<file path="config.mk">
export PLATFORM = sky130hd
export DESIGN_NAME = store_align_unit
export DESIGN_NICKNAME = d
export VERILOG_FILES = /design/src/rtl/store_align_unit_pkg.sv /design/src/rtl/store_lane_shift.sv /design/src/rtl/store_align_unit.sv
export SDC_FILE = /design/constraint.sdc
export NUM_CORES = 1
export LEC_CHECK = 0
export ABC_AREA = 0
export BUFFER_PORTS_ARGS = -buffer_cell sky130_fd_sc_hd__buf_2
export CAP_MARGIN = 10
export CELL_PAD_IN_SITES_DETAIL_PLACEMENT = 1
export CELL_PAD_IN_SITES_GLOBAL_PLACEMENT = 2
export CORE_MARGIN = 10
export CORE_UTILIZATION = 30
export CTS_CLUSTER_DIAMETER = 40
export DETAILED_ROUTE_END_ITERATION = 7
export PLACE_DENSITY = 0.92
export SLEW_MARGIN = 10
export SYNTH_ARGS = -nofsm -noshare
export SYNTH_HDL_FRONTEND = slang
export SYNTH_HIERARCHICAL = 1
export SYNTH_SLANG_ARGS = --single-unit
</file>
<file path="constraint.sdc">
create_clock -name clk -period 2.5 [get_ports clk]
set_clock_uncertainty 0.15 [all_clocks]
set_input_delay 0.5 -clock clk [delete_from_list [all_inputs] [get_ports clk]]
set_output_delay 0.5 -clock clk [all_outputs]
set_load 0.02 [all_outputs]
</file>
<file path="src/rtl/store_align_unit_pkg.sv">
// Shared encodings for the store alignment path.
// Split support is enabled by STORE_ALIGN_MISALIGNED_SPLIT_EN.
package store_align_unit_pkg;

  localparam int CPU_DATA_BITS = 32;
  localparam int STORE_WE_BITS = 4;

  localparam logic [1:0] STORE_SIZE_BYTE    = 2'b00;
  localparam logic [1:0] STORE_SIZE_HALF    = 2'b01;
  localparam logic [1:0] STORE_SIZE_WORD    = 2'b10;
  localparam logic [1:0] STORE_SIZE_ILLEGAL = 2'b11;

  typedef enum logic [1:0] {
    S_IDLE  = 2'd0,
    S_BEAT0 = 2'd1,
    S_BEAT1 = 2'd2
  } store_state_t;

  // Byte-lane mask of an unshifted access of the given size.
  function automatic logic [STORE_WE_BITS-1:0] base_mask(
    input logic [1:0] size
  );
    logic [STORE_WE_BITS-1:0] m;
    m = '0;
    case (size)
      STORE_SIZE_BYTE: m = 4'b0001;
      STORE_SIZE_HALF: m = 4'b0011;
      STORE_SIZE_WORD: m = 4'b1111;
      default:         m = 4'b0000;
    endcase
    return m;
  endfunction

endpackage

</file>
<file path="src/rtl/store_lane_shift.sv">
// Places right-justified store data onto its byte lanes across
// an 8-byte window (two adjacent words).
module store_lane_shift
  import store_align_unit_pkg::*;
(
  input  logic [1:0]               i_size,
  input  logic [1:0]               i_off,
  input  logic [CPU_DATA_BITS-1:0] i_data,
  output logic [7:0]               o_mask8,
  output logic [63:0]              o_data64
);

  logic [CPU_DATA_BITS-1:0] w_dmask;
  logic [CPU_DATA_BITS-1:0] w_data;
  logic [4:0]               w_sh;

  // Zero the bytes above the access size so disabled lanes carry 0.
  always_comb begin
    w_dmask = '0;
    case (i_size)
      STORE_SIZE_BYTE: w_dmask = 32'h0000_00FF;
      STORE_SIZE_HALF: w_dmask = 32'h0000_FFFF;
      STORE_SIZE_WORD: w_dmask = 32'hFFFF_FFFF;
      default:         w_dmask = 32'h0000_0000;
    endcase
  end

  assign w_data   = i_data & w_dmask;
  assign w_sh     = {i_off, 3'b000};
  assign o_mask8  = {4'b0000, base_mask(i_size)} << i_off;
  assign o_data64 = {32'b0, w_data} << w_sh;

endmodule

</file>
<file path="src/rtl/store_align_unit.sv">
// Store request to lane-aligned data-memory beats.
// STORE_ALIGN_MISALIGNED_SPLIT_EN enables word-crossing splits.
module store_align_unit
  import store_align_unit_pkg::*;
#(
  parameter int DATA_BITS = 32,
  parameter int ADDR_BITS = 32
) (
  input  logic                     clk,
  input  logic                     reset,
  input  logic                     req_valid,
  output logic                     req_ready,
  input  logic [1:0]               req_size,
  input  logic [ADDR_BITS-1:0]     req_addr,
  input  logic [DATA_BITS-1:0]     req_data,
  output logic                     dmem_valid,
  input  logic                     dmem_ready,
  output logic [ADDR_BITS-1:0]     dmem_addr,
  output logic [DATA_BITS-1:0]     dmem_wdata,
  output logic [STORE_WE_BITS-1:0] dmem_we,
  output logic                     store_done,
  output logic                     store_err
);

  store_state_t         r_state;
  logic [1:0]           r_size;
  logic [ADDR_BITS-1:0] r_addr;
  logic [DATA_BITS-1:0] r_data;
  logic                 r_done;
  logic                 r_err;

  logic [7:0]           w_mask8;
  logic [63:0]          w_data64;
  logic [ADDR_BITS-1:0] w_base;
  logic [1:0]           w_in_off;
  logic                 w_req_ok;

  store_lane_shift u_shift (
    .i_size   (r_size),
    .i_off    (r_addr[1:0]),
    .i_data   (r_data),
    .o_mask8  (w_mask8),
    .o_data64 (w_data64)
  );

  assign w_base   = {r_addr[ADDR_BITS-1:2], 2'b00};
  assign w_in_off = req_addr[1:0];

`ifdef STORE_ALIGN_MISALIGNED_SPLIT_EN
  logic                 w_split;
  logic [ADDR_BITS-1:0] w_next;

  assign w_split  = |w_mask8[7:4];
  assign w_next   = w_base + ADDR_BITS'(4);
  assign w_req_ok = (req_size != STORE_SIZE_ILLEGAL);
`else
  logic w_unused_hi;

  assign w_unused_hi = ^{w_data64[63:32], w_mask8[7:4]};
  assign w_req_ok =
    (req_size == STORE_SIZE_BYTE) ||
    ((req_size == STORE_SIZE_HALF) && (w_in_off != 2'd3)) ||
    ((req_size == STORE_SIZE_WORD) && (w_in_off == 2'd0));
`endif

  assign req_ready  = (r_state == S_IDLE) && !reset;
  assign store_done = r_done;
  assign store_err  = r_err;

  // Request latch, beat sequencing and completion/error pulses.
  always_ff @(posedge clk) begin
    if (reset) begin
      r_state <= S_IDLE;
      r_size  <= STORE_SIZE_BYTE;
      r_addr  <= '0;
      r_data  <= '0;
      r_done  <= 1'b0;
      r_err   <= 1'b0;
    end else begin
      r_done <= 1'b0;
      r_err  <= 1'b0;
      case (r_state)
        S_IDLE: begin
          if (req_valid) begin
            if (w_req_ok) begin
              r_size  <= req_size;
              r_addr  <= req_addr;
              r_data  <= req_data;
              r_state <= S_BEAT0;
            end else begin
              r_err <= 1'b1;
            end
          end
        end
        S_BEAT0: begin
          if (dmem_ready) begin
`ifdef STORE_ALIGN_MISALIGNED_SPLIT_EN
            if (w_split) begin
              r_state <= S_BEAT1;
            end else begin
              r_state <= S_IDLE;
              r_done  <= 1'b1;
            end
`else
            r_state <= S_IDLE;
            r_done  <= 1'b1;
`endif
          end
        end
`ifdef STORE_ALIGN_MISALIGNED_SPLIT_EN
        S_BEAT1: begin
          if (dmem_ready) begin
            r_state <= S_IDLE;
            r_done  <= 1'b1;
          end
        end
`endif
        default: r_state <= S_IDLE;
      endcase
    end
  end

  // Beat fields come only from latched state, so they hold under stall.
  always_comb begin
    dmem_valid = 1'b0;
    dmem_addr  = '0;
    dmem_wdata = '0;
    dmem_we    = '0;
    case (r_state)
      S_BEAT0: begin
        dmem_valid = 1'b1;
        dmem_addr  = w_base;
        dmem_wdata = w_data64[31:0];
        dmem_we    = w_mask8[3:0];
      end
`ifdef STORE_ALIGN_MISALIGNED_SPLIT_EN
      S_BEAT1: begin
        dmem_valid = 1'b1;
        dmem_addr  = w_next;
        dmem_wdata = w_data64[63:32];
        dmem_we    = w_mask8[7:4];
      end
`endif
      default: ;
    endcase
  end

endmodule

</file>
**Word-level counts from Yosys, hierarchy flattened**

Cells that the tools add are included.

- Output and inout port bits: 72
- Word-level logic and storage cells: 47
- ROM bits: 0
- Memories kept: 0
- Register bits: 70
- Bits in latches: 0
- Input bits: 70
- RAM bits: 0

- Mux-type cells: 12
- Reductions and logical operators: 14
- Magnitude comparators: 0
- Div/mod/pow operators: 0
- Shifts and indexed selects: 2
- Add/subtract/negate cells: 0
- Bitwise gates (word level): 4
- Equal/unequal tests: 9
- $mul: 0

Operators with widths:

| operator | count |
|---|---|
| 32-bit case mux with 3 select lines | 1 |
| 32-bit 2-to-1 mux | 2 |
| 32-bit AND | 1 |
| 32-bit by 5-bit << shifter with 32-bit output | 1 |
| 4-bit case mux with 3 select lines | 1 |
| 2-bit logical NOT | 4 |
| 2-bit inequality test (second input constant) | 4 |
| 2-bit by 1-bit == test with 1-bit output (second input constant) | 3 |
| 2-bit 2-to-1 mux | 3 |
| 3-bit AND reduction | 2 |
| 2-bit == test (second input constant) | 2 |
| 4-bit 2-to-1 mux | 1 |
| 2-bit case mux with 2 select lines | 1 |
| 4-bit by 2-bit << shifter with 4-bit output | 1 |
| 1-bit logical AND | 3 |
| 1-bit 2-to-1 mux | 3 |
| 1-bit NOT | 3 |
| 3-bit OR reduction | 1 |
| 1-bit logical OR | 2 |
| 2-bit OR reduction | 1 |
| 1-bit logical NOT | 1 |

**Depth between registers and ports, before layout**

- Depth after elaboration: 7
- Gate-level depth with buffers: 8
- Gate-level depth less buffers: 6

**By module**

Netlist, hierarchy kept.

By module, submodules not included:

| module | times used | area an instance (µm²) | cells each | seq. area each (µm²) |
|---|---|---|---|---|
| store_align_unit | 1 | 3,509.6 | 376 | 1,381.3 |
| store_lane_shift | 1 | 1,154.9 | 171 | 0.0 |

**Worst setup path after synthesis**

Ideal clock, no wire load.

- Path type: register -> output
- Start: register r_size[0]
- End: output port dmem_wdata[24]
- Arrival: 1.634 ns
- Stages on the path, launching flop included: 8
- Buffers on the path: 1
- Setup slack: 0.216 ns
- Data required time: 1.850 ns
- Cell sequence: dfxtp_1 -> inv_1 -> ha_1 -> clkbuf_1 -> nand2b_1 -> mux2_2 -> o21ai_1 -> and2_1

- Cells in the longest elaborated chain, start to end: 5
- Elaborated cells between the ends (all ways): 7
- Those cells by class: 2 x eq/ne; 1 x shift; 2 x mux; 1 x bitwise; 1 x reduce/logical

Ends and longest elaborated chain:

| element | RTL line | RTL |
|---|---|---|
| start, declared | store_align_unit.sv:26 | `logic [1:0] r_size;` |
| start signal, assigned | store_align_unit.sv:86 | `r_size <= req_size;` |
| 2-bit == test, or another cell as far along | store_lane_shift.sv:20 | `case (i_size)` |
| 32-bit case mux with 3 select lines * | store_lane_shift.sv:20 |  |
| 32-bit AND * | store_lane_shift.sv:28 | `assign w_data = i_data & w_dmask;` |
| 32-bit by 5-bit << shifter with 32-bit output * | store_lane_shift.sv:31 | `assign o_data64 = {32'b0, w_data} << w_sh;` |
| net w_data64[24] | store_align_unit.sv:33 | `logic [63:0] w_data64;` |
| 32-bit 2-to-1 mux * | store_align_unit.sv:129 | `case (r_state)` |
| end, declared | store_align_unit.sv:19 | `output logic [DATA_BITS-1:0] dmem_wdata,` |

The timed path passes the listed nets; every way through them passes the cells marked *.

**Final worst setup path**

- Start: register r_size[1]
- End: output port dmem_wdata[26]

The elaborated chain is that of the path after synthesis.

==> results.md <==
* Tcrit/Tclk final at 102.0%
* Required time worst endpoint at between 1.5 and 2 ns
* CTS Buf Count at 9
* Maxcap violations at 0
* Cell Area, Placed at 5132 µm²
* Max IR drop VDD at 292.6 µV
* Pwr/cell area at 531.3 nW/µm²
* GRT Overall Usage at between 10% and 20%
* Ys Warns at 6
* Top-Level Pins at 142
* Area of the multi-input gates at 2855 µm²
* Die area at 19,550 µm²
* Post-Syn Area at between 4000 and 5000 µm²
* Cells after Synth at 487
* Clock Latency Late Sink at 0.34 ns
* Vias in the first global route at 4,145
* Placed insts at 776
* Failing checks: negative setup slack
* Worst Path Max Fanout at 6
* Drt pass-1 iters at 4
* Worst hold path depth at 3
* Crit Path Category: reg -> out
* RSZ-0062 raised after global routing: yes
* First-pass GRT wire length at 22,010 µm
* Hold Path Class: in -> reg
* Max Root-Sink Buffers at 2
* Grt ovf at 0
* Gpl congestion at 0.8319
* Final Setup Violations at 8
* Final wirelength at ~14,000 µm
* Filler cells at 1,657
* Syn Area/Cell at around 8.8 µm²
* CTS sink count at 69
* Dpl hpwl at just under 10,000 µm
* Port-buffer cells at 139
* Seq. cell area at 1393 µm²
* Clk slew on worst S/H paths at 0.06 ns
* DR vias at 3,707
* Root buf cell: clkbuf_16
* Via density at approximately 4.6
* Fin nets at 686
* WL met1 at a little under 6000 µm
* Area growth syn-to-layout at 35.12%
* CTS tree: done
* Fin area at 5819 µm²
* Leak Pwr at 2.519 nW
* Crit end category: output pin
* R2R depth at 4
* Share of post-route cells with drive strength above 1 at 36.95%
* Largest net degree at the start of global routing at 91
* Die height at 139.8 µm
* Maximum clock rate at 392.2 MHz
* DR WL met2 at 6390 µm
* Met3 WL post-DR at 1181 µm
* 1st-iter DRT viols at 126
* H-tree levels at 3
* Initial antenna violation count at 1
* Antenna Nets Post-Route at 0
* Slew of the pin with the lowest slew margin at 0.5776 ns
* Status: finished, violations left
* PnR worst setup slack at -0.04958 ns
* Starting Density at a little under a third
* Cell Count, Final, Fillers Out at 798
* Chip width at 139.8 µm
* Final hold vios at 0
* Top layer in use: met4
* # DRC at 0
* Slew margin rel. at between 60% and 70%
* Worst Setup Start Kind: flip-flop
* Post-route minimum period at between 2 and 3 ns
* Core Region at 13,990 µm²
* Final Max Tran Viols at 0
* CP Data Arrival Time at 1.90 ns
* Routed WL per cell at 17.12 µm
* Row Count at 43
* Setup WS pre-CTS at about 0.073 ns
[sequential cells by signal, indices dropped and copies added (netlist names)]
| name | count |
|---|---|
| r_addr | 32 |
| r_data | 32 |
| r_size | 2 |
| r_state | 1 |
| store_done | 1 |
| store_err | 1 |
[final timing paths]
path / start / end / slack [ns]
hold reg to reg: r_addr[13]$_SDFFE_PP0P_ / r_addr[13]$_SDFFE_PP0P_ / 0.32
setup / recovery: r_size[1]$_SDFFE_PP0P_ / dmem_wdata[26] / -0.05
setup reg to reg: r_state[0]$_SDFFE_PP0P_ / r_data[10]$_SDFFE_PP0P_ / 0.56
hold / removal: dmem_ready / store_done$_SDFF_PP0_ / 0.26
[power breakdown]
group / switching [mW] / internal [mW] / leakage [nW]
clock network: 0.487 / 0.925 / 0.163
registers: 0.0596 / 1.16 / 0.566
logic: 0.221 / 0.238 / 1.79
total: 0.768 / 2.32 / 2.52
[what timing repair did]
action / CTS / global route
pin swaps: 2 / 0
setup endpoints to repair: 35 / 27
setup buffers: 5 / 0
resized for setup: 64 / 25
hold buffers: 0 / 0
[layer usage]
layer	track usage, %	vias to the layer above
met2	22.27	107
met3	6.125	15
met5	0	-
li1	-	1818
met4	5.435	0
met1	15.43	1767
[layout by cell type, fill, tap and decap left out, types with 4 or more instances in the layout]
cell,count
nand2b_1,141
buf_2,117
and2_1,73
mux2i_1,66
dfxtp_1,64
buf_6,22
buf_4,15
mux2_4,11
nand2_1,10
clkbuf_16,9
nand2b_4,9
o22ai_1,7
a31o_2,7
nor2_1,6
nor2_2,5
o21ai_1,5
o21ai_2,4
[through the flow]
step / hold slack, ns / setup TNS [ns] / utilization, % / total power, mW
2_1_floorplan: 0.2941 / 0 / - / 1.516
4_1_cts: 0.2445 / -0.2428 / 40.93 / 3.126
3_5_place_dp: 0.3141 / 0 / 36.69 / 1.666
3_3_place_gp: 0.3034 / 0 / 36.69 / 1.646
5_1_grt: 0.2660 / -1.363 / 41.58 / 3.231
6_report: 0.2556 / -0.2085 / 41.60 / 3.092
[worst max-delay path, stage by stage (launching register included)]
cell	delay (ns)
dfxtp_4	0.36
ha_4	0.27
buf_6	0.13
nand2b_4	0.14
mux2_4	0.28
o21ai_2	0.13
and2_1	0.14
buf_6	0.12
[final cells by class]
type,count,area share [%]
clock inverters,4,1.204
multi-input cells,372,49.06
flip-flops and latches,69,23.93
inverters,3,0.1935
repair buffers,157,17.29
diodes,1,0.04300
well taps,180,3.870
clock buffers,12,4.408
No activity file was read; power rests on OpenSTA's default activity.
